==> src/rtl/shifter_pkg.sv <==
// shifter_pkg: shared mode encodings for shifter_pipe and its stages.
package shifter_pkg;
    localparam logic [1:0] MODE_SLL = 2'b00;
    localparam logic [1:0] MODE_SRL = 2'b01;
    localparam logic [1:0] MODE_SRA = 2'b10;
    localparam logic [1:0] MODE_ROL = 2'b11;
endpackage

==> src/rtl/shifter_stage.sv <==
// shifter_stage: one registered barrel-shifter stage; shifts by 2^K when amt[K] is set.
// Ports: clk, rst (async, active-high), en (advance), flush; d/mode/amt/sign/valid from the
// previous stage, q/q_mode/q_amt/q_sign/q_valid registered towards the next stage.
// Macro SHIFTER_ROTATE_EN enables the rotate wrap path; otherwise rotate behaves as SLL.
module shifter_stage
    import shifter_pkg::*;
#(
    parameter int WIDTH = 16,
    parameter int K = 0,
    localparam int SHW = $clog2(WIDTH)
) (
    input  logic             clk,
    input  logic             rst,
    input  logic             en,
    input  logic             flush,
    input  logic [WIDTH-1:0] d,
    input  logic [1:0]       mode,
    input  logic [SHW-1:0]   amt,
    input  logic             sign,
    input  logic             valid,
    output logic [WIDTH-1:0] q,
    output logic [1:0]       q_mode,
    output logic [SHW-1:0]   q_amt,
    output logic             q_sign,
    output logic             q_valid
);
    localparam int S = 1 << K;

    logic [WIDTH-1:0] shl, shr, sra, rol, shifted;

    always_comb begin
        shl = d << S;
        shr = d >> S;
        // sign is the original operand MSB, so the fill is correct even if earlier stages passed through
        sra = sign ? ~(~d >> S) : shr;
`ifdef SHIFTER_ROTATE_EN
        rol = shl | (d >> (WIDTH - S));
`else
        rol = shl;
`endif
        shifted = !amt[K] ? d :
                  mode == MODE_SRL ? shr :
                  mode == MODE_SRA ? sra :
                  mode == MODE_ROL ? rol : shl;
    end

    always_ff @(posedge clk or posedge rst) begin
        if (rst) begin
            q       <= '0;
            q_mode  <= '0;
            q_amt   <= '0;
            q_sign  <= 1'b0;
            q_valid <= 1'b0;
        end else begin
            if (en) begin
                q      <= shifted;
                q_mode <= mode;
                q_amt  <= amt;
                q_sign <= sign;
            end
            q_valid <= flush ? 1'b0 : en ? valid : q_valid;
        end
    end
endmodule

==> src/rtl/shifter_pipe.sv <==
// shifter_pipe: SHW-stage pipelined barrel shifter (SLL/SRL/SRA/ROL) with valid/ready flow control.
// Ports: clk, rst (async, active-high); in_valid/in_ready with operands a, b (b[SHW-1:0] used), mode;
// flush discards in-flight work; out_valid/out_ready with result r and zero flag z; busy.
// Macro SHIFTER_ROTATE_EN enables rotate for mode 11; otherwise mode 11 acts as SLL.
module shifter_pipe
    import shifter_pkg::*;
#(
    parameter int WIDTH = 16
) (
    input  logic             clk,
    input  logic             rst,
    input  logic             in_valid,
    output logic             in_ready,
    input  logic [WIDTH-1:0] a,
    input  logic [WIDTH-1:0] b,
    input  logic [1:0]       mode,
    input  logic             flush,
    output logic             out_valid,
    input  logic             out_ready,
    output logic [WIDTH-1:0] r,
    output logic             z,
    output logic             busy
);
    localparam int SHW = $clog2(WIDTH);

    logic [SHW:0][WIDTH-1:0] d;
    logic [SHW:0][1:0]       m;
    logic [SHW:0][SHW-1:0]   amt;
    logic [SHW:0]            sg;
    logic [SHW:0]            v;
    logic                    advance;
    logic                    unused_bits;

    assign d[0]   = a;
    assign m[0]   = mode;
    assign amt[0] = b[SHW-1:0];
    assign sg[0]  = a[WIDTH-1];
    assign v[0]   = in_valid;

    genvar k;
    generate
        for (k = 0; k < SHW; k++) begin : g_stage
            shifter_stage #(.WIDTH(WIDTH), .K(k)) u_stage (
                .clk(clk), .rst(rst), .en(advance), .flush(flush),
                .d(d[k]), .mode(m[k]), .amt(amt[k]), .sign(sg[k]), .valid(v[k]),
                .q(d[k+1]), .q_mode(m[k+1]), .q_amt(amt[k+1]), .q_sign(sg[k+1]), .q_valid(v[k+1])
            );
        end
    endgenerate

    // flush masks the output so a flushed result is never handed over
    assign out_valid   = v[SHW] & ~flush;
    assign advance     = out_ready | ~out_valid;
    assign in_ready    = advance;
    assign r           = d[SHW];
    assign z           = ~|d[SHW];
    assign busy        = |v[SHW:1];
    assign unused_bits = ^{b[WIDTH-1:SHW], m[SHW], amt[SHW], sg[SHW]};
endmodule

==> config.mk <==
export PLATFORM = sky130hd
export DESIGN_NAME = shifter_pipe
export DESIGN_NICKNAME = d
export VERILOG_FILES = /design/src/rtl/shifter_pkg.sv /design/src/rtl/shifter_stage.sv /design/src/rtl/shifter_pipe.sv
export SDC_FILE = /design/constraint.sdc
export NUM_CORES = 1
export LEC_CHECK = 0
export CORE_MARGIN = 2
export CORE_UTILIZATION = 50
export DETAILED_ROUTE_END_ITERATION = 12
export PLACE_DENSITY_LB_ADDON = 0.12
export SLEW_MARGIN = 40
export SYNTH_ARGS = -nofsm -noshare
export SYNTH_HDL_FRONTEND = slang
export SYNTH_SLANG_ARGS = --single-unit
==> constraint.sdc <==
create_clock -name clk -period 2.6 [get_ports clk]
set_input_delay 0.26 -clock clk [delete_from_list [all_inputs] [get_ports clk]]
set_output_delay 0.26 -clock clk [all_outputs]
set_load 0.1 [all_outputs]
==> impl_metrics.json <==
{
  "synth_xor_area_frac": 0.0175,
  "ir_worst_vdd_uv": 284,
  "cp.arrival_ns": 1.61,
  "synth_cell_types": 34,
  "drv_cap": 0,
  "netlist_instances": 476,
  "cts_sinks": 83,
  "clock_path_buffers": 2,
  "end_kind": "output pin",
  "seq_area_frac_synth": 0.470,
  "firstDrtPassIters": 4,
  "h-tree-depth": 3,
  "antennaDiodeCount": 0,
  "setup_tns_ns": 0,
  "synth_mux_area_frac": 0.0846,
  "cp_max_fo": 3,
  "p_leak_nw": 2.34,
  "synth_top_family_by_area": "compound AO/OA/AOI/OAI gates",
  "ys_async_sr_fraction": 1.00,
  "dr.first_iter.drc_count": 112,
  "synthSimpleGateAreaFrac": 0.109,
  "clock.fmax_ghz": 0.536,
  "post-route-period-util": 0.718,
  "cts_tree": "built",
  "port_buffers": 46,
  "totalPowerFinal_w": 0.00342,
  "routabilityCongestion": 0.727,
  "drive_gt1_frac": 0.111,
  "hold_viol_final": 0,
  "place_hpwl_mm": 6.11,
  "clk_latency_ns": 0.35,
  "period_needed_ns": 1.87,
  "ant_nets": 0,
  "hold_buffers": 0,
  "grt_pass1_vias": 3156,
  "critPathRequiredTime_ns": 2.34,
  "clkTransAtPathRegs_ns": 0.08,
  "die-area_um2": 9610,
  "clock_skew_ns": 0.00769,
  "path_class": "flop to output pin",
  "synth_nets": 515,
  "synthTopCellsByArea": "dfrtp_1 (47%), mux2i_1 (7.7%), o21ai_0 (6.9%)",
  "yosys.area.top_type": "dfrtp_1",
  "rows": 34,
  "ys_ff_latch": 83,
  "start_util": 0.512,
  "cts_made_buffers": 9,
  "fin_area_um2": 4960,
  "max_slew.worst_pin.slew_ns": 0.700,
  "syn_to_final_growth_pct": 12.2,
  "yosys_warnings": 0,
  "status": "finished, final reports clean",
  "ys_top_cells_by_count": "dfrtp_1 (83), nand2_1 (64), o21ai_0 (61)",
  "die_h_um": 98.1,
  "via_per_inst": 5.44,
  "rsz0062_at_grt": "false",
  "synth_compound_area_frac": 0.243,
  "cts-root-buf": "clkbuf_8",
  "postPlaceCellArea_um2": 4770,
  "dieWidth_um": 98.1,
  "ios": 59,
  "post-cts-setup-buffers": 0,
  "holdWs_ns": 0.224,
  "drc": 0,
  "grt_use_total": 0.187,
  "avgRoutedWirePerCell_um": 14.1,
  "drt_wl_total_mm": 8.53,
  "netlist_area_um2": 4420,
  "hold_class": "primary input to asynchronous set/reset pin",
  "setup_viol": 0,
  "via_count": 3283,
  "p_per_area_nw_per_um2": 689,
  "synth_edf_count": 0,
  "ys.flop_type": "dfrtp_1",
  "synth_top_area_share": 0.470,
  "yosysMostFrequentCell": "dfrtp_1",
  "crit_path_start_kind": "flop",
  "grt-ovfl-total": 0,
  "slew_viol_final": 0,
  "fin_util": 0.575,
  "slew_headroom": 0.533,
  "fin_nets": 530,
  "avgSynthCellArea_um2": 9.29,
  "grt_max_degree": 53,
  "core_um2": 8640,
  "antenna_found_initial": 0,
  "synth-adder-area-share": 0,
  "grt_pass1_wl_mm": 14.8,
  "cts_resized": 0
}
critical path, cell delays in order, from the launching register on:
cell and delay [ns]:
dfrtp_1 0.40, nor4_1 0.35, and4_1 0.23, buf_4 0.28
routing by layer:
layer | up-vias | track usage | routed length [um]
met5 | - | 0 | 0
met2 | 51 | 0.321 | 4130
met4 | 0 | 0.0737 | 143
met1 | 1532 | 0.242 | 4040
li1 | 1689 | - | -
met3 | 11 | 0.0215 | 224
placed cells by master, fill, tap and decap left out, types with 2 or more instances in the layout:
cell / Yosys / routed
a21o_1: 40 / 40
a21oi_1: 56 / 56
a22oi_1: 2 / 2
a31oi_1: 17 / 17
and2_1: 4 / 4
buf_12: 0 / 3
buf_4: 18 / 26
clkbuf_1: 14 / 2
clkbuf_8: 0 / 9
clkdlybuf4s50_1: 0 / 26
clkinv_2: 0 / 4
dfrtp_1: 83 / 81
dfrtp_2: 0 / 2
inv_1: 6 / 5
mux2_2: 3 / 3
mux2i_1: 34 / 34
nand2_1: 64 / 64
nand3b_1: 4 / 4
nor2_1: 14 / 14
nor2b_1: 15 / 13
nor4_1: 4 / 4
o21a_1: 2 / 2
o21ai_0: 61 / 61
o21ai_1: 4 / 4
o221ai_1: 2 / 2
state kept, by name, indices dropped and copies added (netlist names):
name                     count
g_stage.u_stage.q           64
g_stage.u_stage.q_amt        6
g_stage.u_stage.q_sign       3
g_stage.u_stage.q_mode       6
g_stage.u_stage.q_valid      4
metrics by stage:
stage / setup slack (ns) / instances
after global routing: 0.613 / 604
after floorplan: 0.203 / 476
final: 0.734 / 604
after detailed placement: 0.588 / 588
after CTS: 0.670 / 604
after global placement: 0.649 / 588
final timing paths:
check                                             start                           to  slack (ns)  cells after the start
max                             g_stage[3].u_stage.q[6]                            z        0.73                      3
min                                                 rst   g_stage[0].u_stage.q_valid        0.22                      2
max reg2reg                g_stage[1].u_stage.q_mode[1]      g_stage[2].u_stage.q[7]        0.80                      4
min reg2reg                 g_stage[1].u_stage.q_amt[3]  g_stage[1].u_stage.q_amt[3]        0.47                      2
max in group asynchronous                           rst      g_stage[1].u_stage.q[3]        1.77                      3
min in group clk                                   b[1]  g_stage[0].u_stage.q_amt[1]        0.45                      3
power breakdown:
| part | leakage [nW] | switching, W | total, W | internal (W) |
|---|---|---|---|---|
| clock network | 0.0971 | 0.000433 | 0.000874 | 0.000441 |
| logic | 1.27 | 0.000607 | 0.000928 | 0.000321 |
| registers | 0.967 | 0.000168 | 0.00162 | 0.00145 |
| total | 2.34 | 0.00121 | 0.00342 | 0.00221 |
cells by family after synthesis:
logic type	Yosys count
buffers and inverters	58
AND/OR/NAND/NOR	107
multiplexers	37
XOR/XNOR	5
AO/OA/AOI/OAI	186
flip-flops	83
final cells by class:
cell class | instances | area, um^2
Clock buffer | 11 | 131
Inverter | 7 | 27.5
Fill cell | 773 | 3670
Sequential cell | 83 | 2080
Timing Repair Buffer | 55 | 515
Tap cell | 108 | 135
Multi-Input combinational cell | 335 | 2020
Clock inverter | 5 | 53.8
Note: power is estimated with default switching activity, not from simulation.
